`config.mk`:
```
export PLATFORM = sky130hd
export DESIGN_NAME = rr_mux_n_flat
export DESIGN_NICKNAME = d
export VERILOG_FILES = /design/src/rtl/rr_mux_n_if.sv /design/src/rtl/rr_mux_n.sv /design/src/flat_wrapper.sv
export SDC_FILE = /design/constraint.sdc
export NUM_CORES = 1
export LEC_CHECK = 0
export ABC_AREA = 1
export BUFFER_PORTS_ARGS = -buffer_cell sky130_fd_sc_hd__buf_2
export CORE_ASPECT_RATIO = 0.8
export CORE_MARGIN = 2
export CORE_UTILIZATION = 44
export DETAILED_ROUTE_END_ITERATION = 7
export HOLD_SLACK_MARGIN = 0.1
export PLACE_DENSITY = 0.88
export SLEW_MARGIN = 20
export SYNTH_ARGS = -nofsm -noshare
export SYNTH_HDL_FRONTEND = slang
export SYNTH_SLANG_ARGS = --single-unit
```
`constraint.sdc`:
```
create_clock -name clk -period 3.65 [get_ports clk]
set_clock_uncertainty 0.05 [all_clocks]
set_input_delay 0.9125 -clock clk [delete_from_list [all_inputs] [get_ports clk]]
set_output_delay 0.9125 -clock clk [all_outputs]
set_load 0.02 [all_outputs]
```
`src/rtl/rr_mux_n_if.sv`:
```
// rr_mux_n_if: N-channel valid/ready bundle feeding one registered valid/ready output.
interface rr_mux_n_if #(
    parameter int WIDTH = 16,
    parameter int NCH = 4
);
    localparam int SELW = $clog2(NCH);
    logic [NCH*WIDTH-1:0] in_data;
    logic [NCH-1:0] in_valid;
    logic [NCH-1:0] in_ready;
    logic force_en;
    logic [SELW-1:0] force_sel;
    logic [WIDTH-1:0] out_data;
    logic [SELW-1:0] out_sel;
    logic out_valid;
    logic out_ready;
    modport master (
        output in_data, in_valid, force_en, force_sel, out_ready,
        input in_ready, out_data, out_sel, out_valid
    );
    modport slave (
        input in_data, in_valid, force_en, force_sel, out_ready,
        output in_ready, out_data, out_sel, out_valid
    );
endinterface

```
`src/rtl/rr_mux_n.sv`:
```
// rr_mux_n: registered N-channel mux with round-robin or forced channel select and back-pressure.
module rr_mux_n #(
    parameter int WIDTH = 16,
    parameter int NCH = 4
) (
    input logic clk,
    input logic rst_n,
    rr_mux_n_if.slave bus
);
    localparam int SELW = $clog2(NCH);
    logic [SELW-1:0] ptr, g, nxt;
    logic [SELW:0] s;
    logic [2*NCH-1:0] rot;
    logic [WIDTH-1:0] wd;
    logic gnt, load;
    always_comb begin
        load = !bus.out_valid || bus.out_ready;
        g = '0;
        gnt = 1'b0;
        s = '0;
        rot = {bus.in_valid, bus.in_valid} >> ptr;
        if (bus.force_en) begin
            for (int i = 0; i < NCH; i++)
                if (bus.force_sel == SELW'(i) && bus.in_valid[i]) begin
                    g = SELW'(i);
                    gnt = 1'b1;
                end
        end else begin
            // walk priority from farthest to nearest so the channel at ptr wins last
            for (int k = NCH - 1; k >= 0; k--)
                if (rot[k]) begin
                    s = {1'b0, ptr} + (SELW+1)'(k);
                    g = (s >= (SELW+1)'(NCH)) ? SELW'(s - (SELW+1)'(NCH)) : SELW'(s);
                    gnt = 1'b1;
                end
        end
        nxt = (g == SELW'(NCH - 1)) ? '0 : g + 1'b1;
        wd = '0;
        for (int i = 0; i < NCH; i++)
            if (g == SELW'(i)) wd = bus.in_data[i*WIDTH +: WIDTH];
    end
    assign bus.in_ready = (rst_n && load && gnt) ? NCH'(1) << g : '0;
    always_ff @(posedge clk or negedge rst_n) begin
        if (!rst_n) begin
            bus.out_valid <= 1'b0;
            bus.out_data <= '0;
            bus.out_sel <= '0;
            ptr <= '0;
        end else if (load) begin
            bus.out_valid <= gnt;
            if (gnt) begin
                bus.out_data <= wd;
                bus.out_sel <= g;
                if (!bus.force_en) ptr <= nxt;
            end
        end
    end
endmodule

```
`src/flat_wrapper.sv`:
```
// flat-port wrapper written by rule: the top's interface ports become plain ports
module rr_mux_n_flat 
#(
    parameter int WIDTH = 16,
    parameter int NCH = 4
)
  (clk, rst_n, bus_in_data, bus_in_valid, bus_force_en, bus_force_sel, bus_out_ready, bus_in_ready, bus_out_data, bus_out_sel, bus_out_valid);
  rr_mux_n_if #(.WIDTH(WIDTH), .NCH(NCH)) bus_i ();
  input logic clk;
  input logic rst_n;
  input wire logic [$bits(bus_i.in_data)-1:0] bus_in_data;
  input wire logic [$bits(bus_i.in_valid)-1:0] bus_in_valid;
  input wire logic [$bits(bus_i.force_en)-1:0] bus_force_en;
  input wire logic [$bits(bus_i.force_sel)-1:0] bus_force_sel;
  input wire logic [$bits(bus_i.out_ready)-1:0] bus_out_ready;
  output wire logic [$bits(bus_i.in_ready)-1:0] bus_in_ready;
  output wire logic [$bits(bus_i.out_data)-1:0] bus_out_data;
  output wire logic [$bits(bus_i.out_sel)-1:0] bus_out_sel;
  output wire logic [$bits(bus_i.out_valid)-1:0] bus_out_valid;
  assign bus_i.in_data = bus_in_data;
  assign bus_i.in_valid = bus_in_valid;
  assign bus_i.force_en = bus_force_en;
  assign bus_i.force_sel = bus_force_sel;
  assign bus_i.out_ready = bus_out_ready;
  assign bus_in_ready = bus_i.in_ready;
  assign bus_out_data = bus_i.out_data;
  assign bus_out_sel = bus_i.out_sel;
  assign bus_out_valid = bus_i.out_valid;
  rr_mux_n #(.WIDTH(WIDTH), .NCH(NCH)) u_core (.clk(clk), .rst_n(rst_n), .bus(bus_i));
endmodule
```
==> impl_metrics.ini, run 1 <==
[synth]
synthXorXnorAreaFrac_pct = 0
syn_area_per_cell_sq_um = 6.13
synth_top_family_by_area = simple AND/OR/NAND/NOR gates
ys_types = 22
synth_simple_gate_area_share_pct = 40.0
syn_inst = 277
syn-num-nets = 355
synthAdderAreaFrac_pct = 2.95
syn_area_sq_um = 1700
synthMuxAreaShare_pct = 0
synth_seq_area_share_pct = 30.9
synth-seq-cells = 21
yosysWarningCount = 0
synth_compound_area_share_pct = 15.5

[timing]
finalSetupTns_ns = 0
max_slew_margin_pct = 68.0
whs_ns = 0.417
setup_viol = 0
setup_ws_ns = 0.177
period_needed_ns = 3.47
hold_viol_final = 0
slew_violations = 0
fmax_mhz = 288
fin_crit_sh_pct = 95.1
rsz0062_at_grt = no
tightest_slew_ns = 0.479

[worst_setup_path]
startpoint = bus_in_valid[3]
crit_type = primary input to primary output
startpoint_type = primary input
worstPathRequired_ns = 2.69
path_max_fanout = 20
crit_path_end_kind = primary output
r2r_start = u_core.ptr[0]
cp_data_arrival_time_ns = 2.51

[routing]
ant_nets = 0
wl_per_cell_um = 11.3
drc = 0
drt_pass1_iterations = 4
drt-vias-per-instance = 4.88
routed_wirelength_mm = 4.68
drt-initial-drc-count = 163
num_vias = 2021

[place]
hpwl_mm = 3.81
port_buffers = 96
gp_congestion = 0.933
dp_slack_ns = 0.207

[layout]
nets = 449
syn_to_final_growth_pct = 31.1
drive_gt1_share_pct = 32.4
final_cell_mix = nand2_1 (126), buf_2 (96), o21ai_0 (31)
diodes = 0
layout_commonest_cell = nand2_1

[clock_network]
post_cts_buffers = 0
cts_buffers = 3
htree_levels = 1
numClockSinks = 21
cts_root_buf = clkbuf_8
cts_tree = yes
clk_latency_ns = 0.25
cts_max_path_buffers = 2
cts_resized = 0
hold_buffers = 0
path_clk_slew_ns = 0.07

[floorplanning]
die_h_um = 59.6
start_util_pct = 45.3
rows = 20
dieArea_sq_um = 4380
core_sq_um = 3750
io-pin-count = 97
fp.dieW_um = 73.5

[min_path]
hold_class = flip-flop to flip-flop
min-delay-start = u_core.bus.out_data[1]

[run_status]
status = finished clean

[global_route]
overflow = 0
grt_max_degree = 33
grt_usage_pct = 21.0
grt_pass1_wl_mm = 7.30
antenna_found_initial = 0
grt_pass1_vias = 1676

[pwr]
ir_drop_v = 0.000233
p_leak_uw = 0.00132
p_per_area_nw_per_um2 = 683

[flow_run]
drv_cap = 0
layer usage:
metal  up-vias  part of all wire (%)  track usage (%)
li1       1062                     -                -
met1       868                    48             34.7
met2        87                    42             30.5
met3         4                   9.0            0.850
met4         0                  0.75             3.12
met5         -                     0                0
cells by family after synthesis:
logic type | count (synthesis)
simple gates | 166
compound gates | 52
buf+inv | 34
flops | 21
fa+ha+maj | 4
cell type report:
class / count / area (sq um)
Clock buffer: 3 / 41.3
Fill cell: 353 / 1530
Clock inverter: 1 / 5.00
Tap cell: 44 / 55.1
Inverter: 21 / 83.8
Sequential cell: 21 / 526
Multi-Input combinational cell: 222 / 992
Timing Repair Buffer: 102 / 526
where the power goes:
group / total, uW / switching (uW) / internal, uW
Clock: 145 / 69.7 / 75.7
Sequential: 407 / 75.1 / 332
Combinational: 970 / 630 / 340
Total: 1520 / 775 / 748
flip-flops by register name, summed over array words and instances (netlist names):
register	count
u_core.ptr	2
u_core.bus.out_data	16
u_core.bus.out_sel	2
u_core.bus.out_valid	1
Yosys cell counts (all sizes together):
cell           number  area, sq um
o22ai               1         6.26
clkdlybuf4s15       1         10.0
ha                  4         50.1
inv                21         83.8
nor3                1         5.00
a21oi              16         80.1
dfrtp              21          526
a31oi               1         6.26
nand2             135          529
o21ai              34          170
buf                 7         68.8
nand3              16         80.1
clkbuf              5         18.8
nor2               14         65.1
metrics by stage:
step                      instances  area [sq um]  utilization [%]  power (uW)
after floorplan                 277          1700                -        1100
after CTS                       414          2230             59.4        1520
after global placement          410          2180             58.1        1360
after global routing            414          2230             59.4        1670
after detailed placement        410          2180             58.1        1370
final                           414          2230             59.4        1520
final timing paths:
check / to / slack (ns) / cells after the start
max in group asynchronous: u_core.bus.out_data[10] / 2.75 / 2
worst min register to register: u_core.bus.out_data[1] / 0.42 / 2
worst max register to register: u_core.bus.out_data[1] / 0.92 / 18
min in group asynchronous: u_core.bus.out_data[3] / 0.59 / 2
worst min-delay path: u_core.bus.out_data[1] / 0.42 / 2
worst max-delay path: bus_in_ready[0] / 0.18 / 12
critical path, cell delays in order:
cell and delay (ns):
buf_2 0.11, inv_1 0.05, nand2_1 0.09, nand3_1 0.11, nand2_1 0.10, nor2_1 0.05, nand2_1 0.06, nand2_2 0.08
nor2_4 0.39, nand2_1 0.21, nor2_1 0.15, buf_2 0.19
No activity file was read; power rests on OpenSTA's default activity.
==> inputs of run 2 (changes only) <==
--- a/config.mk
+++ b/config.mk
@@ -11,6 +11,7 @@
 export CORE_MARGIN = 2
 export CORE_UTILIZATION = 44
 export DETAILED_ROUTE_END_ITERATION = 7
+export GPL_TIMING_DRIVEN = 0
 export HOLD_SLACK_MARGIN = 0.1
 export PLACE_DENSITY = 0.88
 export SLEW_MARGIN = 20
==> impl_metrics.ini, run 2 (synthesis results as in run 1) <==
[routing]
drc = 0
met2WireLength_mm = 2.23
wl_met1_mm = 2.41
ant_nets = 0
drt-initial-drc-count = 142
num_vias = 2085
dr_wl_met3_um = 253
drt-vias-per-instance = 4.92
routed_wirelength_mm = 4.96
drt_pass1_iterations = 4
wl_per_cell_um = 11.7
top_layer = met4

[pwr]
totalPowerFinal_uw = 1620
pwr-share-clk_pct = 9.3
ir_drop_v = 0.000271
p_leak_uw = 0.00136
p_per_area_nw_per_um2 = 691
internal_power_uw = 808
p_seq_share_pct = 24.2
comb_power_share_pct = 66.5
p_sw_uw = 807
power_switching_share_pct = 50.0

[clock_network]
path_clk_slew_ns = 0.07
cts_tree = yes
hold_buffers = 0
clk_latency_ns = 0.26
cts_max_path_buffers = 2
cts_root_buf = clkbuf_8
htree_levels = 1
numClockSinks = 21
cts_buffers = 3

[flow_run]
drv_cap = 0

[worst_setup_path]
startpoint_type = primary input
r2r_cells = 20
crit_path_end_kind = primary output
path_cells = buf_2 -> inv_1 -> nand2_1 -> nand3_1 -> nand2_1 -> inv_1 -> nand3_1 -> nand3_1 -> nand2_2 -> inv_2 -> ha_1 -> buf_6 -> inv_1 -> nor2_1 -> buf_4
crit_type = primary input to primary output
worstPathRequired_ns = 2.69
slowest_stage = ha_1
cp_data_arrival_time_ns = 2.51
startpoint = bus_in_valid[1]
max_stage_delay_ns = 0.17
r2r_start = u_core.ptr[0]
path_max_fanout = 8

[timing]
tightest_slew_ns = 0.454
hold_viol_final = 0
slew_violations = 0
rsz0062_at_grt = no
period_needed_ns = 3.48
finalSetupTns_ns = 0
max_slew_margin_pct = 69.7
setup_viol = 0
fin_crit_sh_pct = 95.3
fmax_mhz = 288

[layout]
final_util_pct = 62.3
syn_to_final_growth_pct = 37.6
largest_register_ffs = 16
diodes = 0
top_regs = u_core.bus.out_data (16), u_core.bus.out_sel (2), u_core.ptr (2)
nets = 459
drive_gt1_share_pct = 34.2
final_cell_mix = nand2_1 (125), buf_2 (96), o21ai_0 (31)
layout_commonest_cell = nand2_1
top_register = u_core.bus.out_data

[floorplanning]
core_sq_um = 3750
fp.dieW_um = 73.5
rows = 20
dieArea_sq_um = 4380
start_util_pct = 45.3
die_h_um = 59.6
io-pin-count = 97

[min_path]
holdPathStages = 2
hold_class = flip-flop to flip-flop
min-delay-start = u_core.bus.out_data[7]

[run_status]
status = finished clean

[place]
hpwl_mm = 4.02
port_buffers = 96
gp_congestion = 0.822

[global_route]
antenna_found_initial = 0
grt_max_degree = 23
overflow = 0
grt_pass1_vias = 1729
grt_usage_pct = 22.7
grt_pass1_wl_mm = 7.79
## run 2: cell types whose count changed in the layout (fill, tap and decap cells not counted), sizes merged
cell / delta
clkinv: -1
inv: -1
clkbuf: +5
clkinvlp: +1
buf: +6
## run 2: worst max-delay path, delay by kind of cell
| kind | cells | cell delay (ns) |
|---|---|---|
| buffers and inverters | 7 | 0.71 |
| AND/OR/NAND/NOR | 7 | 0.71 |
| adder cells (fa/ha/maj) | 1 | 0.17 |
## run 2: per-layer routing
layer / global-route usage [%] / up-vias
li1: - / 1085
met1: 36.4 / 920
met2: 32.5 / 73
met3: 1.02 / 7
met4: 7.27 / 0
met5: 0 / -
## run 2: layout make-up
type | instances | area [sq um]
plain buffers | 10 | 88.8
clock buffers | 4 | 45.0
fillers | 347 | 1420
inverters | 21 | 87.6
multi-input cells | 222 | 1010
flip-flops and latches | 21 | 526
well taps | 44 | 55.1
repair buffers | 102 | 528
## run 2: power groups by stage
stage,Combinational [uW],Clock (uW),Sequential (uW)
2_1_floorplan,605,0,500
3_5_place_dp,1010,0,395
5_1_grt,1200,163,403
3_3_place_gp,980,0,391
6_report,1070,150,391
4_1_cts,1020,150,393
## run 2: per-stage QoR
stage	hold slack (ns)	instance area (sq um)	instances	setup WS (ns)
floorplan	0.527	1700	277	0.163
global placement	0.399	2230	417	-0.119
detailed placement	0.407	2230	417	-0.234
CTS	0.425	2280	419	0.0447
global route	0.455	2340	424	0.00379
finish	0.424	2340	424	0.173
## run 2: path summary, 6_finish.rpt
kind | slack (ns) | to
max in group asynchronous | 2.69 | u_core.bus.out_data[9]
min in group asynchronous | 0.54 | u_core.bus.out_data[14]
hold / removal | 0.42 | u_core.bus.out_data[7]
setup reg to reg | 0.66 | u_core.bus.out_data[4]
setup / recovery | 0.17 | bus_in_ready[1]
hold reg to reg | 0.42 | u_core.bus.out_data[7]
## run 2: repair_timing
action | 4_1_cts | 5_1_grt
gates cloned | 0 | 0
endpoints found under the setup margin | 3 | 3
setup buffers | 1 | 5
gates resized for setup | 2 | 7
